$ cat config.mk
export PLATFORM = sky130hd
export DESIGN_NAME = btb_ctrl
export DESIGN_NICKNAME = d
export VERILOG_FILES = /design/src/rtl/btb_ctrl.sv
export SDC_FILE = /design/constraint.sdc
export NUM_CORES = 1
export LEC_CHECK = 0
export ABC_AREA = 1
export BUFFER_PORTS_ARGS = -buffer_cell sky130_fd_sc_hd__buf_4
export CORE_MARGIN = 4
export CORE_UTILIZATION = 35
export DETAILED_ROUTE_END_ITERATION = 16
export GPL_ROUTABILITY_DRIVEN = 0
export SLEW_MARGIN = 0
export SYNTH_ARGS = -nofsm -noshare
export SYNTH_HDL_FRONTEND = slang
export SYNTH_SLANG_ARGS = --single-unit
export TNS_END_PERCENT = 100
$ cat constraint.sdc
create_clock -name clk -period 12.4 [get_ports clk]
set_clock_uncertainty 0.15 [all_clocks]
set_input_delay 0.62 -clock clk [delete_from_list [all_inputs] [get_ports clk]]
set_output_delay 0.62 -clock clk [all_outputs]
set_load 0.05 [all_outputs]
$ cat src/rtl/btb_ctrl.sv
// BTB sequencing controller: queues resolved branch updates, drains them into
// the BTB write port, gates prediction, and runs the flush/invalidate handshake.
module btb_ctrl #(
  parameter int DEPTH = 4
) (
  input  logic                   clk,
  input  logic                   rst,
  input  logic                   res_valid,
  input  logic [31:0]            res_pc,
  input  logic [31:0]            res_target,
  output logic                   res_ready,
  input  logic                   hold,
  input  logic                   fetch_req,
  input  logic                   flush_req,
  output logic                   flush_ack,
  output logic                   btb_predict,
  output logic                   btb_update,
  output logic [31:0]            btb_pc_exec,
  output logic [31:0]            btb_alu_out,
  output logic                   btb_clear,
  output logic [$clog2(DEPTH):0] pending
);

  localparam int AW = $clog2(DEPTH);
  localparam logic [AW:0] FULL_CNT = (AW+1)'(DEPTH);

  typedef enum logic [1:0] {IDLE, CLEAR, ACK} state_t;

  state_t        state;
  logic [31:0]   mem_pc  [DEPTH];
  logic [31:0]   mem_tgt [DEPTH];
  logic [AW-1:0] wr_ptr, rd_ptr, newest_ptr;
  logic [AW:0]   count;
  logic [31:0]   last_pc, last_tgt;
  logic          last_vld;
  logic          empty, full, dup_newest, dup_last, accept, enq, deq;

  assign empty      = (count == '0);
  assign full       = (count == FULL_CNT);
  assign newest_ptr = wr_ptr - AW'(1);

  // A duplicate of the newest queued entry or of the entry just written is
  // consumed (handshake completes) but never reaches the BTB a second time.
  assign dup_newest = !empty && (mem_pc[newest_ptr] == res_pc) && (mem_tgt[newest_ptr] == res_target);
  assign dup_last   = last_vld && (last_pc == res_pc) && (last_tgt == res_target);

  assign res_ready   = (state == IDLE) && !full && !flush_req;
  assign btb_update  = (state == IDLE) && !empty && !hold && !flush_req;
  assign btb_predict = fetch_req && (state == IDLE);
  assign btb_pc_exec = empty ? '0 : mem_pc[rd_ptr];
  assign btb_alu_out = empty ? '0 : mem_tgt[rd_ptr];
  assign pending     = count;

  assign accept = res_valid && res_ready;
  assign enq    = accept && !dup_newest && !dup_last;
  assign deq    = btb_update;

  // NOTE: the payload array has no reset; occupancy is tracked by count and
  // the outputs are masked when empty, so stale contents are never observed.
  always_ff @(posedge clk) begin
    if (enq) begin
      mem_pc[wr_ptr]  <= res_pc;
      mem_tgt[wr_ptr] <= res_target;
    end
  end

  // NOTE: all state here uses non-blocking assignments so every register
  // samples pre-edge values regardless of statement order.
  always_ff @(posedge clk or posedge rst) begin
    if (rst) begin
      state     <= IDLE;
      wr_ptr    <= '0;
      rd_ptr    <= '0;
      count     <= '0;
      last_pc   <= '0;
      last_tgt  <= '0;
      last_vld  <= 1'b0;
      flush_ack <= 1'b0;
      btb_clear <= 1'b0;
    end else begin
      case (state)
        IDLE: begin
          if (flush_req) begin
            state     <= CLEAR;
            btb_clear <= 1'b1;
            wr_ptr    <= '0;
            rd_ptr    <= '0;
            count     <= '0;
            last_vld  <= 1'b0;
          end else begin
            if (enq) wr_ptr <= wr_ptr + AW'(1);
            if (deq) begin
              rd_ptr   <= rd_ptr + AW'(1);
              last_pc  <= mem_pc[rd_ptr];
              last_tgt <= mem_tgt[rd_ptr];
              last_vld <= 1'b1;
            end
            count <= count + (AW+1)'(enq) - (AW+1)'(deq);
          end
        end
        CLEAR: begin
          state     <= ACK;
          btb_clear <= 1'b0;
          flush_ack <= 1'b1;
          wr_ptr    <= '0;
          rd_ptr    <= '0;
          count     <= '0;
          last_vld  <= 1'b0;
        end
        ACK: begin
          state     <= IDLE;
          flush_ack <= 1'b0;
        end
        default: begin
          state     <= IDLE;
          btb_clear <= 1'b0;
          flush_ack <= 1'b0;
        end
      endcase
    end
  end

endmodule

==> results.yml, run 1 <==
outcome:
  status: "finished, final reports clean"
global_route:
  grt.overflow.total: 0
  grt_pass1_wl_um: 81800
  first_global_vias: 13486
  grt_max_degree: 109
  grt.total_usage: 0.206
  antenna_found_initial: 0
route:
  routed_wl_um: 53600
  postRouteAntennaNets: 0
  drtIter0Drc: 1521
  dr.pass1.iters: 6
  via_count: 13935
  drt-vias-per-instance: 5.30
  detail_route.wl_per_cell_um: 20.4
  drc_errors: 0
cts:
  root_buffer: "clkbuf_16"
  cts_resized: 0
  cts_tree: "done"
  cts_setup_buffers: 0
  clkLatencyLatePin_ns: 0.55
  cts_made_buffers: 38
  clk_pin_slew_ns: 0.06
  ctsHtreeMaxLevel: 2
  cts_max_path_buffers: 3
  holdBufCountCts: 1
  cts.sinks: 332
min_path:
  hold_depth: 1
  min_path_type: "input port to register"
layout:
  final_cells: 2627
  diodes: 0
  fin_area_um2: 19500
  fillers: 4712
  drive_above_1_share: 0.111
  nets: 2061
  syn_to_final_growth_pct: 15.7
power:
  powerDensity_nw_per_um2: 198
  p_total_mw: 3.86
  p_leak_nw: 8.21
  peakVddDrop_v: 0.000107
die:
  die_w_um: 227
  num_rows: 80
  start_util: 0.353
  io_pins: 142
  core_area_um2: 47600
  die_area_um2: 51600
  fp.dieH_um: 227
critical_path:
  slowest_stage: "dfrtp_4"
  path_depth: 16
  critPathLaunchType: "register"
  crit_required_ns: 12.44
  r2r_cells: 16
  cp_max_fo: 66
  worstPathCellList: "inv_4 -> ha_2 -> clkinv_2 -> buf_4 -> nand3_1 -> nand2_1 -> o21ai_1 -> nor2_1 -> nand2_1 -> nor2_1 -> nand2_1 -> nor2_1 -> nand3_1 -> nand2_2 -> nor2_4 -> buf_4"
  critPathTopFamily: "buffers and inverters"
  slowest_delay_ns: 0.95
  arrival_ns: 6.14
  cp-end-kind: "register"
  cp.buffers_inverters: 4
  critical_path_class: "register to register"
timing:
  fmax_mhz: 164
  slew_violations: 0
  period_share: 0.492
  finalSetupTns_ns: 0
  hold_viol: 0
  setup_viol: 0
  rsz0062_at_grt: "no"
  slew_headroom: 0.224
  period_needed_ns: 6.10
  worstMarginPinSlew_ns: 1.16
logic_synthesis:
  yosysSeqAreaShare: 0.570
  ys_seq_elements: 332
  synth_area_um2: 16800
  synth_area_per_cell_um2: 8.88
  syn_inst: 1894
  synth_cell_type_count: 31
  syn_nets: 1971
  ys_warn_count: 0
place:
  dp.cells: 2558
  dpl_cell_area_um2: 18200
  io_buffers: 141
  dpl.hpwl_um: 34500
run:
  cap_violations: 0
## worst paths after layout
path,startpoint,to,slack [ns]
setup / recovery,wr_ptr[0]$_DFFE_PP0P_,mem_tgt[0][23]$_DFFE_PP_,6.30
hold / removal,res_target[15],mem_tgt[2][15]$_DFFE_PP_,0.15
setup reg to reg,wr_ptr[0]$_DFFE_PP0P_,mem_tgt[0][23]$_DFFE_PP_,6.30
hold reg to reg,btb_clear$_DFFE_PP0P_,btb_clear$_DFFE_PP0P_,0.35
max in group asynchronous,rst,rd_ptr[0]$_DFFE_PP0P_,10.23
min in group asynchronous,rst,last_tgt[26]$_DFFE_PP0P_,0.49
## stage by stage
| step | hold slack [ns] | util | setup WS, ns |
|---|---|---|---|
| 2_1_floorplan | 0.303 | - | 6.90 |
| 3_3_place_gp | 0.324 | 0.383 | 6.34 |
| 3_5_place_dp | 0.330 | 0.383 | 6.26 |
| 4_1_cts | 0.123 | 0.408 | 6.25 |
| 5_1_grt | 0.133 | 0.408 | 6.04 |
| 6_report | 0.147 | 0.408 | 6.30 |
## cells in the final DEF (no fill, tap or decap)
| cell | n |
|---|---|
| nor2_4 | 4 |
| dfrtp_4 | 2 |
| clkinv_2 | 8 |
| nand4_1 | 10 |
| clkbuf_16 | 39 |
| clkbuf_8 | 5 |
| a21oi_1 | 67 |
| o21ai_0 | 96 |
| a31o_2 | 1 |
| dlygate4sd3_1 | 1 |
| dfrtp_1 | 74 |
| inv_1 | 71 |
| fa_1 | 1 |
| o21ai_1 | 2 |
| clkbuf_1 | 7 |
| nand2_1 | 755 |
| inv_2 | 1 |
| inv_4 | 3 |
| a31oi_1 | 1 |
| buf_4 | 155 |
| a32o_1 | 64 |
| xnor2_1 | 10 |
| nand2_2 | 2 |
| nand3_1 | 164 |
| inv_6 | 1 |
| and2_1 | 1 |
| nor2_1 | 136 |
| edfxtp_1 | 256 |
| nor3_1 | 1 |
| nor4_1 | 2 |
| ha_1 | 5 |
| nand3b_1 | 17 |
| o22ai_1 | 10 |
| clkinv_1 | 9 |
| bufinv_16 | 2 |
| ha_2 | 1 |
| xor2_1 | 28 |
## layer usage
| layer | wire length (um) | vias to the layer above | track usage |
|---|---|---|---|
| met3 | 4000 | 86 | 0.0304 |
| met1 | 23100 | 6701 | 0.292 |
| li1 | - | 6603 | - |
| met5 | 0 | - | 0 |
| met4 | 1470 | 0 | 0.0607 |
| met2 | 25000 | 545 | 0.330 |
## report_power, final
group	switching, mW	internal, mW
sequential	0.128	1.35
combinational	0.894	0.391
clock	0.451	0.645
## state kept, by name, summed over array words and instances, names as in the netlist
register / cells
flush_ack: 1
rd_ptr: 2
last_vld: 1
last_pc: 32
pending: 3
last_tgt: 32
mem_tgt: 128
state: 2
btb_clear: 1
wr_ptr: 2
mem_pc: 128
## cells in the mapped netlist
| cell type | instances | share of area |
|---|---|---|
| buf_1 | 6 | 0.0013 |
| o22ai_1 | 10 | 0.0037 |
| nand4_1 | 10 | 0.0037 |
| nand3b_1 | 17 | 0.0076 |
| nand2_2 | 2 | 0.00074 |
| a32o_1 | 64 | 0.038 |
| o21ai_0 | 96 | 0.029 |
| edfxtp_1 | 256 | 0.46 |
| fa_1 | 1 | 0.0012 |
| a31o_2 | 1 | 0.00052 |
| clkbuf_1 | 58 | 0.013 |
| a21oi_1 | 67 | 0.020 |
| nand2_1 | 755 | 0.17 |
| nor3_1 | 1 | 0.00030 |
| xnor2_1 | 10 | 0.0052 |
| clkbuf_4 | 1 | 0.00045 |
| buf_2 | 24 | 0.0071 |
| and2_1 | 1 | 0.00037 |
| buf_8 | 1 | 0.00089 |
| dfrtp_1 | 76 | 0.11 |
| nor2_1 | 140 | 0.031 |
| buf_6 | 12 | 0.0080 |
| nand3_1 | 164 | 0.049 |
| nor4_1 | 2 | 0.00074 |
| xor2_1 | 28 | 0.015 |
| inv_4 | 1 | 0.00037 |
| inv_1 | 77 | 0.017 |
| a31oi_1 | 1 | 0.00037 |
| ha_1 | 6 | 0.0045 |
| buf_4 | 4 | 0.0018 |
| o21ai_1 | 2 | 0.00060 |
## cell families (layout without fill, tap and decap cells)
kind of cell / after synthesis / count (layout) / synth area share
buffers and inverters: 184 / 302 / 0.0502
and+or+nand+nor: 1092 / 1092 / 0.262
DFF: 332 / 332 / 0.570
xor gates and xnor gates: 38 / 38 / 0.0198
AOI/OAI and AO/OA: 241 / 241 / 0.0918
adders and majority gates: 7 / 7 / 0.00566
## final cells by class
cell class	instances	area (um2)	share of cell area
multi-input cells	1378	6410	0.330
flip-flops and latches	332	9600	0.493
clock inverters	17	128	0.00656
well taps	615	769	0.0396
repair buffers	156	1170	0.0603
clock buffers	51	1070	0.0551
inverters	78	304	0.0156
Power figures use the tool's default switching activity.
==> inputs of run 2 (changes only) <==
clock period = 6.4 ns   (was 12.4 ns; I/O delays follow)
==> results.yml, run 2 (synthesis results as in run 1) <==
outcome:
  status: "finished, final reports clean"
critical_path:
  r2r_cells: 21
  cp_max_fo: 56
  critical_path_class: "register to register"
  slowest_stage: "dfrtp_4"
  slowest_delay_ns: 0.49
  rr_startpoint: "wr_ptr[0]$_DFFE_PP0P_"
  arrival_ns: 5.27
  cp-end-kind: "register"
  r2r_setup_slack_ns: 1.40
  worstPathCellList: "inv_4 -> ha_2 -> inv_2 -> buf_4 -> nand3_1 -> nand3_1 -> nand2_1 -> nor2_1 -> nand2_1 -> nor2_1 -> nand2_1 -> nor2_1 -> nand3_1 -> nand2_2 -> ha_1 -> inv_1 -> ha_1 -> inv_1 -> fa_1 -> xnor2_1 -> o22ai_1"
  critPathLaunchType: "register"
  rr_endpoint: "pending[2]$_DFFE_PP0P_"
  crit_required_ns: 6.67
power:
  pwr-share-comb: 0.344
  p_total_mw: 7.52
  p_switching_mw: 2.88
  p_sw_frac: 0.383
  peakVddDrop_v: 0.000198
  powerDensity_nw_per_um2: 373
  p_leak_nw: 8.52
  p_int_mw: 4.64
  clkPwrFrac: 0.282
  seq_power_share: 0.374
die:
  core_area_um2: 47600
  io_pins: 142
  start_util: 0.353
  num_rows: 80
  die_area_um2: 51600
  fp.dieH_um: 227
  die_w_um: 227
route:
  dr.pass1.iters: 5
  drt-vias-per-instance: 5.31
  drc_errors: 0
  postRouteAntennaNets: 0
  routed_wl_um: 54600
  detail_route.wl_per_cell_um: 20.2
  via_count: 14331
  drtIter0Drc: 1312
cts:
  cts_tree: "done"
  cts_made_buffers: 39
  clk_pin_slew_ns: 0.06
  cts_max_path_buffers: 3
  clkLatencyLatePin_ns: 0.55
  cts_resized: 0
  ctsHtreeMaxLevel: 2
  cts_setup_buffers: 0
  root_buffer: "clkbuf_16"
  cts.sinks: 332
global_route:
  grt_max_degree: 84
  antenna_found_initial: 0
  grt_pass1_wl_um: 82900
  first_global_vias: 14090
  grt.overflow.total: 0
  grt.total_usage: 0.208
layout:
  syn_to_final_growth_pct: 20.0
  final_cell_mix: "755 x nand2_1, 256 x edfxtp_1, 164 x nand3_1"
  final_cells: 2701
  fin_area_um2: 20200
  diodes: 0
  final_common_cell: "nand2_1"
  fillers: 4610
  drive_above_1_share: 0.112
  nets: 2133
  biggestRegsByFlops: "mem_pc: 128 flops, mem_tgt: 128 flops"
timing:
  slew_headroom: 0.326
  period_share: 0.781
  hold_viol: 0
  slew_violations: 0
  setup_viol: 0
  period_needed_ns: 5.00
  finalSetupTns_ns: 0
  rsz0062_at_grt: "no"
  worstMarginPinSlew_ns: 1.01
  fmax_mhz: 200
place:
  dpl_cell_area_um2: 18300
  dp.cells: 2564
  io_buffers: 141
  dpl.hpwl_um: 34800
run:
  cap_violations: 0
min_path:
  hold_depth: 5
  min_path_type: "input port to register"
  min_to: "last_vld$_DFFE_PP0P_"
  min_from: "hold"
-- run 2: changes by cell type in the layout (fill, tap and decap cells not counted) --
cell	previous run	this run
clkinv_1	9	6
inv_2	1	2
clkbuf_1	7	10
buf_12	0	2
inv_6	1	3
buf_4	155	159
bufinv_16	2	1
dlygate4sd3_1	1	66
clkinvlp_4	0	1
-- run 2: repair_timing --
item / in CTS / in global routing
hold endpoints to repair: 276 / 0
setup endpoints to repair: 0 / 0
hold buffers: 66 / 0
-- run 2: worst max path at each step --
stage / start / end / cells after the start
finish: wr_ptr[0]$_DFFE_PP0P_ / pending[2]$_DFFE_PP0P_ / 21
global route: wr_ptr[0]$_DFFE_PP0P_ / pending[2]$_DFFE_PP0P_ / 21
CTS: wr_ptr[0]$_DFFE_PP0P_ / pending[2]$_DFFE_PP0P_ / 21
detailed placement: wr_ptr[0]$_DFFE_PP0P_ / pending[2]$_DFFE_PP0P_ / 21
global placement: wr_ptr[0]$_DFFE_PP0P_ / pending[2]$_DFFE_PP0P_ / 21
floorplan: wr_ptr[0]$_DFFE_PP0P_ / mem_pc[0][0]$_DFFE_PP_ / 18
-- run 2: metal layers --
metal	track usage	up-vias	routed length, um
met1	0.293	6911	23900
met3	0.0253	83	3810
met4	0.0685	0	1480
met5	0	-	0
li1	-	6735	-
met2	0.337	602	25400
-- run 2: critical path, delay by kind of cell (launching register included) --
kind,cells,cell delay [ns]
AND/OR/NAND/NOR,10,1.35
XOR/XNOR,1,0.17
AO/OA/AOI/OAI,1,0.08
flip-flops,1,0.49
adder cells (fa/ha/maj),4,1.24
buffers and inverters,5,1.34
-- run 2: layout make-up --
class / count / area [um2] / share of cell area
clock inverters: 17 / 116 / 0.00577
clock buffers: 54 / 1080 / 0.0537
well taps: 615 / 769 / 0.0381
repair buffers: 227 / 1890 / 0.0939
flip-flops and latches: 332 / 9600 / 0.476
multi-input cells: 1378 / 6410 / 0.318
inverters: 78 / 303 / 0.0150
-- run 2: power groups by stage --
stage               registers (mW)  clock network, mW  logic, mW
global placement              2.84                  0       2.52
CTS                           2.81               2.15       2.59
global route                  2.84               2.24       2.86
floorplan                     2.81                  0       1.79
detailed placement            2.85                  0       2.55
finish                        2.81               2.12       2.59
-- run 2: per-stage QoR --
stage                      util  hold slack (ns)  worst slack (ns)
final                     0.423           0.0329              1.40
after global routing      0.423           0.0476              1.09
after CTS                 0.423          0.00486              1.46
after detailed placement  0.384            0.181              1.49
after global placement    0.384            0.163              1.55
after floorplan               -            0.269             0.904
==> inputs of run 3 (changes only) <==
ABC_AREA = 0   (was 1)
clock period = 5 ns   (was 6.4 ns; I/O delays follow)
==> results.yml, run 3 <==
global_route:
  grt.overflow.total: 0
  grt.total_usage: 0.181
  antenna_found_initial: 3
  first_global_vias: 10289
  grt_max_degree: 67
  grt_pass1_wl_um: 68200
cts:
  cts_max_path_buffers: 3
  root_buffer: "clkbuf_16"
  ctsHtreeMaxLevel: 2
  cts_tree: "done"
  clkLatencyLatePin_ns: 0.53
  cts.sinks: 332
  holdBufCountCts: 67
  cts_setup_buffers: 0
  clk_pin_slew_ns: 0.06
  cts_resized: 0
  cts_made_buffers: 37
power:
  p_leak_nw: 6.78
  p_total_mw: 7.99
  powerDensity_nw_per_um2: 405
  peakVddDrop_v: 0.000223
route:
  drt-vias-per-instance: 5.34
  routed_wl_um: 44800
  drc_errors: 0
  drtIter0Drc: 825
  detail_route.wl_per_cell_um: 24.8
  dr.pass1.iters: 5
  via_count: 9653
  postRouteAntennaNets: 0
logic_synthesis:
  yosys.area.top_type: "edfxtp_1"
  synth_edf_count: 256
  ys_top_cells_by_area: "edfxtp_1 48%, mux4_2 15%, dfrtp_1 12%"
  ys_warn_count: 0
  synth_area_per_cell_um2: 16.5
  synthFlopType: "edfxtp_1"
  synth_top_area_share: 0.482
  synth_cell_type_count: 58
  synth_area_um2: 15900
  async_reset_ff_frac: 0.229
  ys_seq_elements: 332
  yosysSeqAreaShare: 0.601
  yosysMostFrequentCell: "edfxtp_1"
  syn_inst: 964
  synth.top_cells.by_count: "256 x edfxtp_1, 109 x mux4_2, 76 x dfrtp_1"
  syn_nets: 1041
die:
  core_area_um2: 44600
  die_w_um: 221
  start_util: 0.357
  num_rows: 77
  fp.dieH_um: 221
  io_pins: 142
  die_area_um2: 49000
timing:
  period_share: 0.934
  finalSetupTns_ns: 0
  hold_viol: 0
  slew_headroom: 0.317
  setup_viol: 0
  worstMarginPinSlew_ns: 1.02
  period_needed_ns: 4.67
  fmax_mhz: 214
  slew_violations: 0
  rsz0062_at_grt: "no"
layout:
  biggestRegsByFlops: "mem_pc: 128 flops, mem_tgt: 128 flops"
  final_common_cell: "edfxtp_1"
  syn_to_final_growth_pct: 23.7
  final_cell_mix: "256 x edfxtp_1, 155 x buf_4, 109 x mux4_2"
  drive_above_1_share: 0.331
  nets: 1262
critical_path:
  critical_path_class: "register to register"
  cp-end-kind: "register"
  slowest_stage: "nor4_1"
  crit_top_cell: "inv_1"
  rr_startpoint: "wr_ptr[1]$_DFFE_PP0P_"
  critPathLaunchType: "register"
  cp_max_fo: 24
  crit_required_ns: 5.29
  r2r_cells: 17
  rr_endpoint: "pending[2]$_DFFE_PP0P_"
  r2r_setup_slack_ns: 0.33
  worstPathCellList: "inv_1 -> ha_4 -> buf_12 -> mux4_2 -> xnor2_1 -> nand4_1 -> nor4_1 -> nand4_1 -> o21ai_4 -> ha_1 -> inv_1 -> ha_1 -> inv_1 -> fa_1 -> xnor2_1 -> or3_1 -> o21ai_0"
  arrival_ns: 4.96
  slowest_delay_ns: 0.51
run:
  cap_violations: 0
min_path:
  min_path_type: "input port to async pin"
place:
  dpl.hpwl_um: 29700
  io_buffers: 141
outcome:
  status: "finished, final reports clean"
## run 3: cell types whose count changed after synthesis, sizes merged, moves of 41 or more
cell,delta
nand3,-160
xnor2,+41
a32o,-64
a21oi,-58
nor2,-127
nand2,-738
nor2b,+72
o21ai,-79
inv,-50
mux4,+109
mux2,+61
## run 3: logic make-up (layout without fill, tap and decap cells)
family | after synthesis | in the layout | synth area share
fa+ha+maj | 7 | 7 | 0.00596
buf+inv | 77 | 326 | 0.0220
mux | 208 | 208 | 0.221
compound gates | 70 | 70 | 0.0327
xor+xnor | 104 | 104 | 0.0571
flops | 332 | 332 | 0.601
other cells | 0 | 2 | 0
simple gates | 166 | 166 | 0.0596
## run 3: stage by stage
step | setup slack (ns) | instances | instance area (um2) | hold WS, ns | util
after floorplan | -0.873 | 964 | 15900 | 0.199 | -
after global placement | 0.376 | 1671 | 17800 | 0.245 | 0.400
after detailed placement | 0.384 | 1671 | 17800 | 0.244 | 0.400
after CTS | 0.355 | 1805 | 19700 | 0.242 | 0.442
after global routing | 0.160 | 1807 | 19700 | 0.285 | 0.442
final | 0.331 | 1807 | 19700 | 0.213 | 0.442
## run 3: worst max path at each step
stage | from | end | cells after the start
after global placement | wr_ptr[0]$_DFFE_PP0P_ | pending[2]$_DFFE_PP0P_ | 17
after CTS | wr_ptr[1]$_DFFE_PP0P_ | pending[2]$_DFFE_PP0P_ | 17
after global routing | wr_ptr[1]$_DFFE_PP0P_ | pending[2]$_DFFE_PP0P_ | 17
final | wr_ptr[1]$_DFFE_PP0P_ | pending[2]$_DFFE_PP0P_ | 17
after floorplan | wr_ptr[0]$_DFFE_PP0P_ | mem_pc[0][0]$_DFFE_PP_ | 15
after detailed placement | wr_ptr[1]$_DFFE_PP0P_ | pending[2]$_DFFE_PP0P_ | 17
## run 3: report_power, final
group | switching [mW] | internal, mW
clock | 1.09 | 1.62
sequential | 0.210 | 3.29
combinational | 1.02 | 0.766
total | 2.32 | 5.67
## run 3: layout make-up
| class | count | area, um2 |
|---|---|---|
| inverters | 28 | 106 |
| clock buffers | 53 | 1050 |
| well taps | 592 | 741 |
| multi-input cells | 555 | 6060 |
| clock inverters | 14 | 145 |
| repair buffers | 231 | 2010 |
| flip-flops and latches | 332 | 9600 |
| fillers | 3982 | 24900 |
| diodes | 2 | 5.00 |
## run 3: per-layer routing
| metal | part of all wire | global-route usage |
|---|---|---|
| met4 | 0.012 | 0.0334 |
| met1 | 0.44 | 0.256 |
| met5 | 0 | 0 |
| met2 | 0.49 | 0.297 |
| met3 | 0.061 | 0.0339 |
## run 3: worst max-delay path: cells and delay by family (launching register included)
family	cells	cell delay, ns
AO/OA/AOI/OAI	2	0.30
XOR/XNOR	2	0.33
buffers and inverters	4	0.45
adder cells (fa/ha/maj)	4	1.24
AND/OR/NAND/NOR	4	1.38
flip-flops	1	0.37
multiplexers	1	0.34
